==> config.mk <==
export PLATFORM = sky130hd
export DESIGN_NAME = lsu_subword
export DESIGN_NICKNAME = d
export VERILOG_FILES = /design/src/rtl/mem_pkg.sv /design/src/rtl/lane_merge_extract.sv /design/src/rtl/lsu_subword.sv
export SDC_FILE = /design/constraint.sdc
export NUM_CORES = 1
export LEC_CHECK = 0
export BUFFER_PORTS_ARGS = -buffer_cell sky130_fd_sc_hd__buf_2
export CORE_MARGIN = 2
export CORE_UTILIZATION = 42
export DETAILED_ROUTE_END_ITERATION = 12
export PLACE_DENSITY = 0.78
export SYNTH_ARGS = -nofsm -noshare
export SYNTH_HDL_FRONTEND = slang
export SYNTH_SLANG_ARGS = --single-unit
==> constraint.sdc <==
create_clock -name clk -period 3.17 [get_ports clk]
set_clock_uncertainty 0.2 [all_clocks]
set_input_delay 0.317 -clock clk [delete_from_list [all_inputs] [get_ports clk]]
set_output_delay 0.317 -clock clk [all_outputs]
set_load 0.1 [all_outputs]
==> src/rtl/mem_pkg.sv <==
// Shared encodings and helpers for the load/store unit and its lane logic.
package mem_pkg;

    localparam int DATA_W = 32;
    localparam int OFS_W  = 2;

    typedef enum logic [1:0] {
        SZ_BYTE = 2'd0,
        SZ_HALF = 2'd1,
        SZ_WORD = 2'd2,
        SZ_ILL  = 2'd3
    } size_t;

    typedef enum logic {
        ST_IDLE   = 1'b0,
        ST_RMW_WR = 1'b1
    } state_t;

    // Bit offset of the addressed lane inside the word; words have no offset.
    function automatic logic [4:0] lane_shift(input logic [OFS_W-1:0] ofs, input logic [1:0] size);
        case (size)
            SZ_BYTE: lane_shift = {ofs, 3'b000};
            SZ_HALF: lane_shift = {ofs[1], 4'b0000};
            default: lane_shift = 5'd0;
        endcase
    endfunction

endpackage

==> src/rtl/lane_merge_extract.sv <==
// Little-endian lane extraction with sign/zero extension for loads, and lane
// replacement into an existing word for sub-word stores.
module lane_merge_extract
    import mem_pkg::*;
(
    input  logic [DATA_W-1:0] word,
    input  logic [OFS_W-1:0]  offset,
    input  logic [1:0]        size,
    input  logic              uns,
    input  logic [DATA_W-1:0] wdata,
    output logic [DATA_W-1:0] ldata,
    output logic [DATA_W-1:0] merged
);

    logic [4:0]        sh;
    logic [15:0]       lane;
    logic signed [7:0]  lane_b_s;
    logic signed [15:0] lane_h_s;
    logic [DATA_W-1:0] mask;

    assign sh       = lane_shift(offset, size);
    assign lane     = 16'(word >> sh);
    assign lane_b_s = lane[7:0];
    assign lane_h_s = lane;

    always_comb begin
        ldata = word;
        mask  = '0;
        case (size)
            SZ_BYTE: begin
                ldata = uns ? {24'h0, lane[7:0]} : DATA_W'(lane_b_s);
                mask  = 32'h0000_00FF;
            end
            SZ_HALF: begin
                ldata = uns ? {16'h0, lane} : DATA_W'(lane_h_s);
                mask  = 32'h0000_FFFF;
            end
            default: ;
        endcase
        merged = (word & ~(mask << sh)) | ((wdata & mask) << sh);
    end

endmodule

==> src/rtl/lsu_subword.sv <==
// Load/store unit: byte/half/word requests onto a word-wide RAM, with
// read-modify-write for sub-word stores and access error reporting.
module lsu_subword
    import mem_pkg::*;
#(
    parameter int RAM_WORDS = 1024
) (
    input  logic        clk,
    input  logic        rst,
    input  logic        req_valid,
    output logic        req_ready,
    input  logic        req_we,
    input  logic [1:0]  req_size,
    input  logic        req_unsigned,
    input  logic [31:0] req_addr,
    input  logic [31:0] req_wdata,
    output logic        rsp_valid,
    output logic [31:0] rsp_rdata,
    output logic        rsp_err,
    output logic        ram_we,
    output logic [31:0] ram_addr,
    output logic [31:0] ram_wdata,
    input  logic [31:0] ram_rdata
);

    state_t      state, state_nxt;
    logic        accept, is_err, is_sub_st;
    logic [31:0] ldata, merged;
    logic [31:0] addr_p1, merged_p1;

    function automatic logic access_err(input logic [1:0] size, input logic [31:0] addr);
        if (size == SZ_ILL)                                   access_err = 1'b1;
        else if (size == SZ_HALF && addr[0])                  access_err = 1'b1;
        else if (size == SZ_WORD && addr[1:0] != 2'b00)       access_err = 1'b1;
        else if ({2'b00, addr[31:OFS_W]} >= 32'(RAM_WORDS))   access_err = 1'b1;
        else                                                  access_err = 1'b0;
    endfunction

    assign req_ready = (state == ST_IDLE) && !rst;
    assign accept    = req_valid && req_ready;
    assign is_err    = access_err(req_size, req_addr);
    assign is_sub_st = req_we && (req_size == SZ_BYTE || req_size == SZ_HALF);

    lane_merge_extract u_lane (
        .word   (ram_rdata),
        .offset (req_addr[OFS_W-1:0]),
        .size   (req_size),
        .uns    (req_unsigned),
        .wdata  (req_wdata),
        .ldata  (ldata),
        .merged (merged)
    );

    always_comb begin
        state_nxt = state;
        ram_we    = 1'b0;
        ram_addr  = {req_addr[31:OFS_W], 2'b00};
        ram_wdata = req_wdata;
        case (state)
            ST_IDLE: begin
                if (accept && !is_err && req_we) begin
                    if (is_sub_st) state_nxt = ST_RMW_WR;
                    else           ram_we    = 1'b1;
                end
            end
            ST_RMW_WR: begin
                ram_we    = 1'b1;
                ram_addr  = addr_p1;
                ram_wdata = merged_p1;
                state_nxt = ST_IDLE;
            end
            default: state_nxt = ST_IDLE;
        endcase
        // Reset kills any write, including one already half-way through RMW.
        if (rst) ram_we = 1'b0;
    end

    always_ff @(posedge clk or posedge rst) begin
        if (rst) begin
            state     <= ST_IDLE;
            rsp_valid <= 1'b0;
            rsp_rdata <= '0;
            rsp_err   <= 1'b0;
            addr_p1   <= '0;
            merged_p1 <= '0;
        end else begin
            state     <= state_nxt;
            rsp_valid <= 1'b0;
            // p1 stage: response register and RMW write buffer
            if (state == ST_RMW_WR) begin
                rsp_valid <= 1'b1;
                rsp_err   <= 1'b0;
                rsp_rdata <= '0;
            end else if (accept) begin
                if (is_err) begin
                    rsp_valid <= 1'b1;
                    rsp_err   <= 1'b1;
                    rsp_rdata <= '0;
                end else if (is_sub_st) begin
                    addr_p1   <= ram_addr;
                    merged_p1 <= merged;
                end else begin
                    rsp_valid <= 1'b1;
                    rsp_err   <= 1'b0;
                    rsp_rdata <= req_we ? 32'h0 : ldata;
                end
            end
        end
    end

endmodule
==> summary.txt <==
Pwr
  • Total Power: around 3.2 mW
  • Maximum VDD drop: between 0.0002 and 0.0003 V
  • Power Density: 452 nW/um^2
  • Leak pwr: roughly 3.6 nW

Final layout
  • Final core occ: ~55%
  • Non-filler cells, final: 889
  • Area delta synth->final: 27.2%
  • Commonest non-fill, non-tap cells in the layout: buf_2, dfrtp_1, mux2_2, a21oi_1, nor2_1
  • Layout cells sized above 1: 44.5%
  • Most common cell after layout, fill and taps aside: buf_2
  • Final net count: about 800

Setup path
  • Worst Setup SP: rst
  • R2R Path Start: state
  • Worst endpoint required time: 2.65 ns
  • Critical path class: in -> out
  • Delay-heaviest family, CP: simple AND/OR/NAND/NOR gates
  • R2r endpoint: rsp_rdata[29]
  • Setup crit start kind: input pin
  • WP depth: 8
  • Crit path capture: ram_we
  • R2R setup slack: about 0.90 ns
  • Buf/Inv on CP: 3
  • Slowest-stage cell, CP: dlygate4sd3_1
  • Worst-path maximum fanout: 4
  • Delay of the slowest critical-path stage: approximately 0.54 ns
  • Worst Path Arrival: 2.56 ns
  • Worst Reg-to-Reg Cells: 6
  • Critical-path cell list: dlygate4sd3_1 -> buf_2 -> nor3b_2 -> nand2_1 -> or3_1 -> or2_2 -> a21oi_2 -> buf_12
  • Crit. End Element: output port

Yosys
  • Yosys warnings: 0
  • Synth area leader: dfrtp_1
  • Sequential fraction of the synthesis area: between 40 and 50%
  • Ys async rst share: 100%
  • Mapped Avg Cell Area: 10.5 sq um
  • Post-synthesis cell type count: 45
  • Top FF cell, synth: dfrtp_1
  • Synth top area cells: dfrtp_1, mux2_2, a21oi_1, a22o_1, mux2i_1
  • Yosys top cell area share: about 45%
  • Syn Inst Count: between 500 and 600
  • Syn Nets: about 630
  • Synthesis-stage register bit count: 99
  • Post-synth EDFFs: 0
  • Mapped cell area: around 5500 sq um

Clocking
  • H-tree depth: 3
  • Gates resized, CTS repair: 0
  • CTS sink cnt: between 90 and 100
  • Clk pin slew, worst setup/hold paths: roughly 0.070 ns
  • Root Driver: clkbuf_16
  • TritonCTS Buffers: 9
  • Clock tree buffer depth: 2
  • CTS tree: yes
  • Worst-skew pair later-pin latency: 0.34 ns

STA
  • Final TNS setup: 0 ns
  • Relative slew slack: between 40% and 50%
  • RSZ-0062 raised after global routing: false
  • Final setup fails: 0
  • Least-Margin Pin Slew: approximately 0.85 ns
  • Time the worst path needs with I/O delays and setup: slightly above 3 ns
  • Final Hold Fails: 0
  • Crit share post-route: between 90% and 100%
  • Fin. max-slew vios: 0
  • Fmax: around 320 MHz

Placement
  • Final Wtd Congestion: 0.930
  • Placed insts: a little under 900
  • Post-DP HPWL: 12300 um
  • PortBufs: a little over 200

Global routing
  • Total grt overflow: 0
  • GRT Total Usage: a little under a quarter
  • First-pass GRT wire length: about 26000 um
  • Antenna violations before repair: 2
  • Vias in the first global route: 4800
  • Largest net degree at the start of global routing: between 70 and 80

Hold path
  • WHS Path Cells: 3
  • Hold WC Path Type: in -> reg

Floorplanning
  • Core area: about 13000 sq um
  • Starting Density: 43.4%
  • Die height: around 120 um
  • Die ar.: 14100 sq um
  • Die W: around 120 um
  • # rows: 41
  • Ports: ~200

Detailed routing
  • Vias: between 4000 and 5000
  • Routed WL per cell: 18.6 um
  • Detailed Route WL: approximately 17000 um
  • DR iter-0 viols: 423
  • Residual DRC: 0
  • Via-to-Cell Ratio: roughly 5.6
  • Post-route ant nets: 0
  • DRT Pass-1 Iters: 5

Status
  • Outcome: finished, final reports clean

Job
  • Max-cap violations: 0
[cells by family after synthesis]
family | Yosys count | share of synthesized area (%)
buffers and inverters | 44 | 3.92
AO/OA/AOI/OAI | 129 | 15.9
flip-flops | 99 | 44.9
multiplexers | 95 | 19.6
AND/OR/NAND/NOR | 158 | 15.7
[worst register-to-register path: cells and delay by family (launching register included)]
family / cells / cell delay, ns
and+or+nand+nor: 3 / 0.82
DFF: 1 / 0.42
buffers and inverters: 1 / 0.23
AOI/OAI and AO/OA: 2 / 0.54
[per-layer routing]
metal | up-vias | global-route usage [%] | part of all wire [%]
li1 | 2282 | - | -
met1 | 2354 | 31.9 | 43
met2 | 280 | 36.5 | 46
met3 | 31 | 5.36 | 8.5
met4 | 0 | 9.15 | 2.5
met5 | - | 0 | 0
[area by class of cell]
cell class,instances,area [sq um]
flip-flops and latches,99,2480
fillers,1145,5710
diodes,2,5.00
inverters,5,21.3
clock inverters,5,85.1
multi-input cells,382,2830
clock buffers,10,239
well taps,172,215
repair buffers,214,1140
[Yosys cell counts (11+ instances only)]
cell      number
nor2_1        37
a21oi_1       57
dfrtp_1       99
clkbuf_1      23
nand2_1       32
mux2i_1       19
a22oi_1       16
mux2_2        73
a22o_1        24
o21ai_0       11
nor2b_1       23
nand2b_1      26
[sequential cells by signal, indices dropped and copies added, names as in the netlist]
register,cells
rsp_valid,1
addr_p1,32
merged_p1,32
rsp_rdata,32
rsp_err,1
state,1
[power by group]
part | switching [mW] | internal, mW | leakage [nW] | total (mW)
clock network | 0.481 | 0.713 | 0.155 | 1.19
registers | 0.00146 | 1.26 | 1.38 | 1.27
logic | 0.542 | 0.173 | 2.04 | 0.714
[repair_timing]
action / CTS / global route
endpoints found under the hold margin: 50 / 0
hold buffers: 1 / 0
setup buffers: 0 / 0
[worst min-delay path by stage]
stage	end	from	slack, ns
global route	merged_p1[4]	ram_rdata[4]	0.11
detailed placement	rsp_rdata[12]	rsp_rdata[12]	0.28
finish	merged_p1[4]	ram_rdata[4]	0.09
CTS	merged_p1[4]	ram_rdata[4]	0.08
global placement	rsp_rdata[8]	rsp_rdata[8]	0.28
floorplan	addr_p1[0]	addr_p1[0]	0.26
[through the flow]
stage | hold slack, ns | setup slack, ns | cell area [sq um]
floorplan | 0.255 | 0.0626 | 5520
global placement | 0.277 | 0.473 | 6680
detailed placement | 0.280 | 0.461 | 6680
CTS | 0.0828 | 0.125 | 7010
global route | 0.109 | 0.0358 | 7010
finish | 0.0940 | 0.0899 | 7020
No activity file was read; power rests on OpenSTA's default activity.
